[src/rtl/hb15_dec_if.sv]
// rtl/hb15_dec_if.sv - strobed sample stream between receive DSP stages
interface hb15_dec_if #(parameter int WIDTH = 18);
   logic                    stb;
   logic signed [WIDTH-1:0] data;

   modport master (output stb, output data);
   modport slave  (input  stb, input  data);
endinterface

[src/rtl/hb15_dec.sv]
// rtl/hb15_dec.sv - 15-tap halfband decimate-by-2 with one time-shared multiplier
// Optional sticky overrun flag built only when HB15_DEC_OVERRUN_EN is defined.
module hb15_dec #(
   parameter int WIDTH = 18
) (
   input  logic       i_clk,
   input  logic       i_rst_n,
   input  logic       i_bypass,
   input  logic       i_run,
   hb15_dec_if.slave  i_smp,
   hb15_dec_if.master o_smp,
   output logic       o_overrun
);
   localparam int PW = WIDTH + 1;
   localparam int MW = PW + 18;
   localparam int AW = WIDTH + 21;

   localparam logic signed [17:0]   C0  = 18'sd80568;
   localparam logic signed [17:0]   C1  = -18'sd19394;
   localparam logic signed [17:0]   C2  = 18'sd5594;
   localparam logic signed [17:0]   C3  = -18'sd1232;
   localparam logic signed [AW-1:0] RND = AW'(131072);

   typedef enum logic [1:0] {S_IDLE, S_MAC1, S_MAC2, S_MAC3} state_t;

   logic signed [WIDTH-1:0] r_x [0:14];
   logic signed [WIDTH-1:0] w_xn [0:14];
   logic                    r_phase;
   state_t                  r_state;
   logic signed [PW-1:0]    r_p1, r_p2, r_p3;
   logic signed [WIDTH-1:0] r_center;
   logic signed [MW-1:0]    r_prod;
   logic signed [AW-1:0]    r_acc;
   logic [6:0]              r_tag;
   logic signed [WIDTH-1:0] r_y;
   logic                    r_stb_out;
   logic signed [WIDTH-1:0] r_data_out;

   logic                    w_go, w_accept;
   logic signed [PW-1:0]    w_p0, w_mul_a;
   logic signed [17:0]      w_mul_b;
   logic signed [AW-1:0]    w_sum, w_q;
   logic signed [WIDTH-1:0] w_y;

   // Post-shift view of the delay line: the pair sums use the sample arriving this cycle.
   always_comb begin
      w_xn[0] = i_smp.data;
      for (int k = 1; k < 15; k++) w_xn[k] = r_x[k-1];
   end

   assign w_go     = i_smp.stb & i_run & r_phase;
   assign w_accept = w_go & (r_state == S_IDLE);
   assign w_p0     = PW'(w_xn[6]) + PW'(w_xn[8]);

   // The c0 product issues on the go edge itself, so the sequencer is idle again 4 cycles later.
   always_comb begin
      w_mul_a = w_p0;
      w_mul_b = C0;
      case (r_state)
         S_MAC1:  begin w_mul_a = r_p1; w_mul_b = C1; end
         S_MAC2:  begin w_mul_a = r_p2; w_mul_b = C2; end
         S_MAC3:  begin w_mul_a = r_p3; w_mul_b = C3; end
         default: ;
      endcase
   end

   always_comb begin
      w_sum = r_acc + RND;
      w_q   = w_sum >>> 18;
      if (w_q[AW-1:WIDTH-1] == {(AW-WIDTH+1){w_q[AW-1]}})
         w_y = w_q[WIDTH-1:0];
      else if (w_q[AW-1])
         w_y = {1'b1, {(WIDTH-1){1'b0}}};
      else
         w_y = {1'b0, {(WIDTH-1){1'b1}}};
   end

   always_ff @(posedge i_clk) begin
      if (!i_rst_n) begin
         for (int k = 0; k < 15; k++) r_x[k] <= '0;
         r_phase    <= 1'b0;
         r_state    <= S_IDLE;
         r_p1       <= '0;
         r_p2       <= '0;
         r_p3       <= '0;
         r_center   <= '0;
         r_prod     <= '0;
         r_acc      <= '0;
         r_tag      <= '0;
         r_y        <= '0;
         r_stb_out  <= 1'b0;
         r_data_out <= '0;
      end else begin
         if (i_smp.stb) begin
            for (int k = 0; k < 15; k++) r_x[k] <= w_xn[k];
         end
         r_prod <= MW'(w_mul_a) * MW'(w_mul_b);

         if (!i_run) begin
            r_phase <= 1'b0;
            r_state <= S_IDLE;
            r_tag   <= '0;
         end else begin
            if (i_smp.stb) r_phase <= ~r_phase;
            r_tag <= {r_tag[5:0], w_accept};
            case (r_state)
               S_IDLE: if (w_accept) begin
                  r_p1     <= PW'(w_xn[4]) + PW'(w_xn[10]);
                  r_p2     <= PW'(w_xn[2]) + PW'(w_xn[12]);
                  r_p3     <= PW'(w_xn[0]) + PW'(w_xn[14]);
                  r_center <= w_xn[7];
                  r_state  <= S_MAC1;
               end
               S_MAC1:  r_state <= S_MAC2;
               S_MAC2:  r_state <= S_MAC3;
               default: r_state <= S_IDLE;
            endcase
         end

         // r_tag[k] marks the cycle k+1 after an accepted go.
         if (r_tag[0])
            r_acc <= (AW'(r_center) <<< 17) + AW'(r_prod);
         else if (|r_tag[3:1])
            r_acc <= r_acc + AW'(r_prod);
         if (r_tag[4]) r_y <= w_y;

         if (i_bypass) begin
            r_stb_out  <= i_smp.stb;
            r_data_out <= i_smp.data;
         end else begin
            r_stb_out <= r_tag[6] & i_run;
            if (r_tag[6] & i_run) r_data_out <= r_y;
         end
      end
   end

   assign o_smp.stb  = r_stb_out;
   assign o_smp.data = r_data_out;

`ifdef HB15_DEC_OVERRUN_EN
   logic r_overrun;
   always_ff @(posedge i_clk) begin
      if (!i_rst_n || !i_run)
         r_overrun <= 1'b0;
      else if (w_go && r_state != S_IDLE)
         r_overrun <= 1'b1;
   end
   assign o_overrun = r_overrun;
`else
   assign o_overrun = 1'b0;
`endif
endmodule

[src/flat_wrapper.sv]
// flat-port wrapper written by rule: the top's interface ports become plain ports
module hb15_dec_flat 
#(
   parameter int WIDTH = 18
)
  (i_clk, i_rst_n, i_bypass, i_run, o_overrun, i_smp_stb, i_smp_data, o_smp_stb, o_smp_data);
  hb15_dec_if #(.WIDTH(WIDTH)) i_smp_i ();
  hb15_dec_if #(.WIDTH(WIDTH)) o_smp_i ();
  input  logic i_clk;
  input  logic i_rst_n;
  input  logic i_bypass;
  input  logic i_run;
  output logic o_overrun;
  input wire logic [$bits(i_smp_i.stb)-1:0] i_smp_stb;
  input wire logic [$bits(i_smp_i.data)-1:0] i_smp_data;
  output wire logic [$bits(o_smp_i.stb)-1:0] o_smp_stb;
  output wire logic [$bits(o_smp_i.data)-1:0] o_smp_data;
  assign i_smp_i.stb = i_smp_stb;
  assign i_smp_i.data = i_smp_data;
  assign o_smp_stb = o_smp_i.stb;
  assign o_smp_data = o_smp_i.data;
  hb15_dec #(.WIDTH(WIDTH)) u_core (.i_clk(i_clk), .i_rst_n(i_rst_n), .i_bypass(i_bypass), .i_run(i_run), .i_smp(i_smp_i), .o_smp(o_smp_i), .o_overrun(o_overrun));
endmodule
[config.mk]
export PLATFORM = sky130hd
export DESIGN_NAME = hb15_dec_flat
export DESIGN_NICKNAME = d
export VERILOG_FILES = /design/src/rtl/hb15_dec_if.sv /design/src/rtl/hb15_dec.sv /design/src/flat_wrapper.sv
export SDC_FILE = /design/constraint.sdc
export NUM_CORES = 2
export LEC_CHECK = 0
export CORE_MARGIN = 2
export CORE_UTILIZATION = 55
export DETAILED_ROUTE_END_ITERATION = 8
export MAX_ROUTING_LAYER = met4
export PLACE_DENSITY = 0.71
export SLEW_MARGIN = 20
export SYNTH_ARGS = -nofsm -noshare
export SYNTH_HDL_FRONTEND = slang
export SYNTH_SLANG_ARGS = --single-unit
[constraint.sdc]
create_clock -name i_clk -period 31.2 [get_ports i_clk]
set_input_delay 9.36 -clock i_clk [delete_from_list [all_inputs] [get_ports i_clk]]
set_output_delay 9.36 -clock i_clk [all_outputs]
set_load 0.02 [all_outputs]
# Yosys cells after proc, flatten, opt, wreduce, memory -nomap -nowiden
# Memories as Yosys holds them, arrays and structs flattened.
# Cells that the tools add are included.
[word_totals] word_cells=82 memories=1 output_inout_bits=20 ram_bits=270 in_bits=23 ff_bits=198
[memory_table] name="u_core.r_x" words=15 word_bits=18 rd=14 rd_ports_with_merged_regs=0 wr=15 line_no="hb15_dec.sv:26" text="logic signed [WIDTH-1:0] r_x [0:14];"
[classes] n_mux=30 add_sub_neg=7 reduce_logical=6 n_eq_ne=5 multipliers=1 n_bitwise=20
[op_table] operator="$mux W18" n=19
[op_table] operator="$mux W39" n=2
[op_table] operator="$add A18 B18 Y19" n=4
[op_table] operator="$pmux W19 S3" n=1
[op_table] operator="$pmux W18 S3" n=1
[op_table] operator="$add A39 B19 Y39 const B" n=1
[op_table] operator="$add A39 B37 Y39" n=1
[op_table] operator="$add A35 B37 Y38" n=1
[op_table] operator="$mul A19 B18 Y37" n=1
[op_table] operator="$or A1 B1 Y1" n=15
[op_table] operator="$pmux W2 S3" n=1
[op_table] operator="$mux W1" n=5
[op_table] operator="$and A1 B1 Y1" n=4
[op_table] operator="$eq A2 B2 Y1 const B" n=2
[op_table] operator="$reduce_bool A2 Y1" n=2
[op_table] operator="$eq A3 B3 Y1" n=1
[op_table] operator="$reduce_and A3 Y1" n=1
[op_table] operator="$reduce_or A3 Y1" n=1
[op_table] operator="$eq A2 B1 Y1 const B" n=1
[op_table] operator="$logic_not A2 Y1" n=1
[op_table] operator="$mux W2" n=1
[op_table] operator="$ne A2 B1 Y1 const B" n=1
[op_table] operator="$reduce_and A2 Y1" n=1
[op_table] operator="$not A1 Y1" n=1

# Depth between registers and ports, before layout
[logic_depth] depth_word=5 depth_mapped=37 depth_no_buf=36

# Worst setup path after synthesis
# No wires, ideal clock.
[synth_path] path_kind="input to register" from="in i_smp_stb" to="mem u_core.r_x[0][0] (enable)" path_stages=2 t_required_ps=30542 t_arrival_ps=15665 setup_time_ps=658 slack_ps=14877 path_buffers=1 path_cell_list="clkbuf_1 -> nand2b_1"
[synth_lines] item="start: declaration" line_no="flat_wrapper.sv:14" text="input wire logic [$bits(i_smp_i.stb)-1:0] i_smp_stb;"
[synth_lines] item="end: declaration" line_no="hb15_dec.sv:26"

# Final worst setup path
[layout_path] from="in i_smp_data[0]" to="reg u_core.r_p3[16]"
[layout_between] elab_chain_len=1
[layout_lines] item="start: declaration" line_no="flat_wrapper.sv:15" text="input wire logic [$bits(i_smp_i.data)-1:0] i_smp_data;"
[layout_lines] item="$add A18 B18 Y19" line_no="hb15_dec.sv:110" text="r_p3 <= PW'(w_xn[0]) + PW'(w_xn[14]);"
[layout_lines] item="end signal: assignment" line_no="hb15_dec.sv:110"
[layout_lines] item="end: declaration" line_no="hb15_dec.sv:30" text="logic signed [PW-1:0] r_p1, r_p2, r_p3;"
# Every way passes these cells.
# A chain may end at the register's enable or synchronous reset.

==> impl_metrics.toml <==
[place]
portBuffers = 41
gp_congestion = 0.944
dp_cells = 4358
dp_hpwl_um = 66100

[synth]
avgSynthCellArea_sq_um = 9.63
ys_seq_area_share_pct = 33.2
syn_area_sq_um = 34600
synth_cells = 3598
synth_nets = 4194
yosysTopAreaCell = "edfxtp_1"
async_flop_share_pct = 0
yosysUniqueCellTypes = 80
yosysTopAreaCellShare_pct = 21.8
synth_edf_count = 252
netlist_top_cells_area = "edfxtp_1 22%, fa_1 19%, dfxtp_1 11%"
synth_ff_type = "edfxtp_1"
ys_warn_count = 0
ys_ff_latch = 448

[global_routing]
grtUsageTotal_pct = 28.2
grt_max_degree = 187
grt_pass1_wl_um = 137000
globalRouteOverflowTotal = 0
antenna_found_initial = 1
grt_pass1_vias = 24610

[floorplan]
row_count = 92
die_y_um = 255
initial_utilization_pct = 55.3
coreArea_sq_um = 62600
die_width_um = 255
io_pins = 43
dieArea_sq_um = 65000

[setup_path]
cp_max_fo = 4
critical_path_depth = 14
crit_buf_inv = 2
worst_path_largest_cell_delay_ps = 460
cp_slowest_cell = "clkdlybuf4s50_1"
endpoint_kind = "flip-flop"
path_delay_family = "compound AO/OA/AOI/OAI gates"
crit_type = "input port to flip-flop"
crit_chain = "clkdlybuf4s50_1, ha_1, inv_1, fa_1, nor2b_1, o21a_1, o21ai_0, a21oi_1, or3_1, a41oi_1, o21ai_0, nor2_1, nand3b_1, a21oi_1"
required_ps = 31620
r2r_slack_ps = 21470
regToRegStartpoint = "u_core.r_x[1][54]"
arrival_ps = 12270
rr_endpoint = "u_core.r_prod[35]"
ff2ff_path_depth = 34
worstSetupStartpointType = "input port"
endpoint = "u_core.r_p3[16]"
cp-startpoint = "i_smp_data[0]"

[sta]
relSlewSlack_pct = 28.1
period_needed_ps = 11850
rsz0062_at_grt = "false"
setup_violations = 0
hold_viol = 0
finalSetupTns_ps = 0
finalMaxSlewViolations = 0
fmax_mhz = 84.4
fin_crit_sh_pct = 38.0
worst_pin_slew_ps = 1080
clock-skew-final_ps = 26.7

[cells_and_area]
num-fill-cells = 5339
final_cell_mix = "455 x inv_1, 322 x fa_1, 303 x nor2_1"
fin_util_pct = 59.6
final_layout_size_suffix_gt1_share_pct = 4.28
syn_to_final_growth_pct = 7.67
nNetsFinal = 4154
layout_commonest_cell = "inv_1"
multi_input_area_sq_um = 20800
layout.cells.non_filler = 4441
seqCellArea_sq_um = 11500

[clocking]
cts_buffers = 44
cts_buffer_depth = 3
path_clk_slew_ps = 60
cts_hold_buffers = 0
cts_sinks = 448
cts_tree = "yes"
cts.repair.resized = 0
htree_levels = 2
clock_latency_ps = 580
clk_root_buffer_cell = "clkbuf_16"
cts_setup_buffers = 0

[detailed_routing]
drc = 0
finalWirelength_um = 87800
ant_nets = 0
first_iter_violations = 2282
avgViaCountPerCell = 5.72
vias = 25384
dr.pass1.iters = 6
wire_per_inst_um = 19.8

[outcome]
status = "finished, final reports clean"

[worst_hold_path]
hold_path_class = "flip-flop to flip-flop"

[flow_run]
cap_violations = 0
## cells by family after synthesis
| kind of cell | Yosys count | share of synthesized area (%) |
|---|---|---|
| XOR/XNOR | 146 | 3.71 |
| multiplexers | 20 | 0.596 |
| AO/OA/AOI/OAI | 611 | 11.3 |
| other | 1 | 0.0108 |
| adder cells (fa/ha/maj) | 573 | 27.7 |
| AND/OR/NAND/NOR | 1173 | 16.7 |
| flip-flops | 448 | 33.2 |
| buffers and inverters | 626 | 6.91 |
## metal layers
metal | GRT usage (%) | vias up | share of wire (%) | wire [um]
li1 | - | 12024 | - | -
met1 | 38.4 | 12460 | 44 | 38200
met2 | 45.0 | 765 | 47 | 41300
met3 | 3.82 | 135 | 6.8 | 5950
met4 | 6.75 | 0 | 2.6 | 2260
met5 | - | - | 0 | 0
## worst reg2reg max path: cells and delay by family, from the launching register on
kind / cells / cell delay, ps
fa+ha+maj: 9 / 3730
compound gates: 11 / 2780
buf+inv: 7 / 910
simple gates: 4 / 860
mux: 2 / 730
flops: 1 / 410
xor+xnor: 1 / 140
## worst min path at each step
stage	start	endpoint	slack, ps	depth (start not counted)
global placement	u_core.r_p1[14]	u_core.r_p1[14]	440	2
CTS	u_core.r_p2[15]	u_core.r_p2[15]	450	2
floorplan	u_core.r_p2[12]	u_core.r_p2[12]	430	2
detailed placement	u_core.r_p1[4]	u_core.r_p1[4]	440	2
global route	u_core.r_p1[4]	u_core.r_p1[4]	470	2
finish	u_core.r_p2[14]	u_core.r_p2[14]	460	2
## Yosys cell counts (all sizes together), types with 12 or more instances
master,number
inv,458
fa,322
nor2,304
nand2,292
edfxtp,252
ha,251
a21oi,222
and3,205
dfxtp,196
clkbuf,148
and2,121
o21ai,112
xnor2,94
nand3,73
xor2,52
nor3,49
a21o,48
o211ai,35
nand2b,32
o21a,32
nor2b,29
a211oi,24
a31oi,23
or3,19
a222oi,15
buf,15
mux2i,15
o21bai,15
o31ai,12
or2,12
## layout make-up
class | instances | share of cell area, %
Tap cell | 846 | 2.84
Clock buffer | 68 | 3.55
Antenna cell | 1 | 0.00671
Sequential cell | 448 | 30.8
Timing Repair Buffer | 77 | 1.85
Clock inverter | 14 | 0.563
Inverter | 463 | 4.67
Multi-Input combinational cell | 2524 | 55.7
## sequential cells by signal (all words and copies together), names as in the netlist
name	flops
u_core.o_smp.data	18
u_core.o_smp.stb	1
u_core.r_acc	38
u_core.r_center	18
u_core.r_p1	19
u_core.r_p2	19
u_core.r_p3	19
u_core.r_phase	1
u_core.r_prod	36
u_core.r_state	2
u_core.r_tag	7
u_core.r_x	252
u_core.r_y	18
## per-stage QoR
stage	worst slack, ps	cell area, sq um	hold slack, ps
floorplan	14880	34600	431
global placement	18830	35800	440
detailed placement	18810	35800	444
CTS	19400	37300	454
global route	19110	37300	470
finish	19350	37300	456
Power is left out: the tool's default activity adds up to more than one toggle a clock period on the data nets, which glitch-free logic cannot reach.
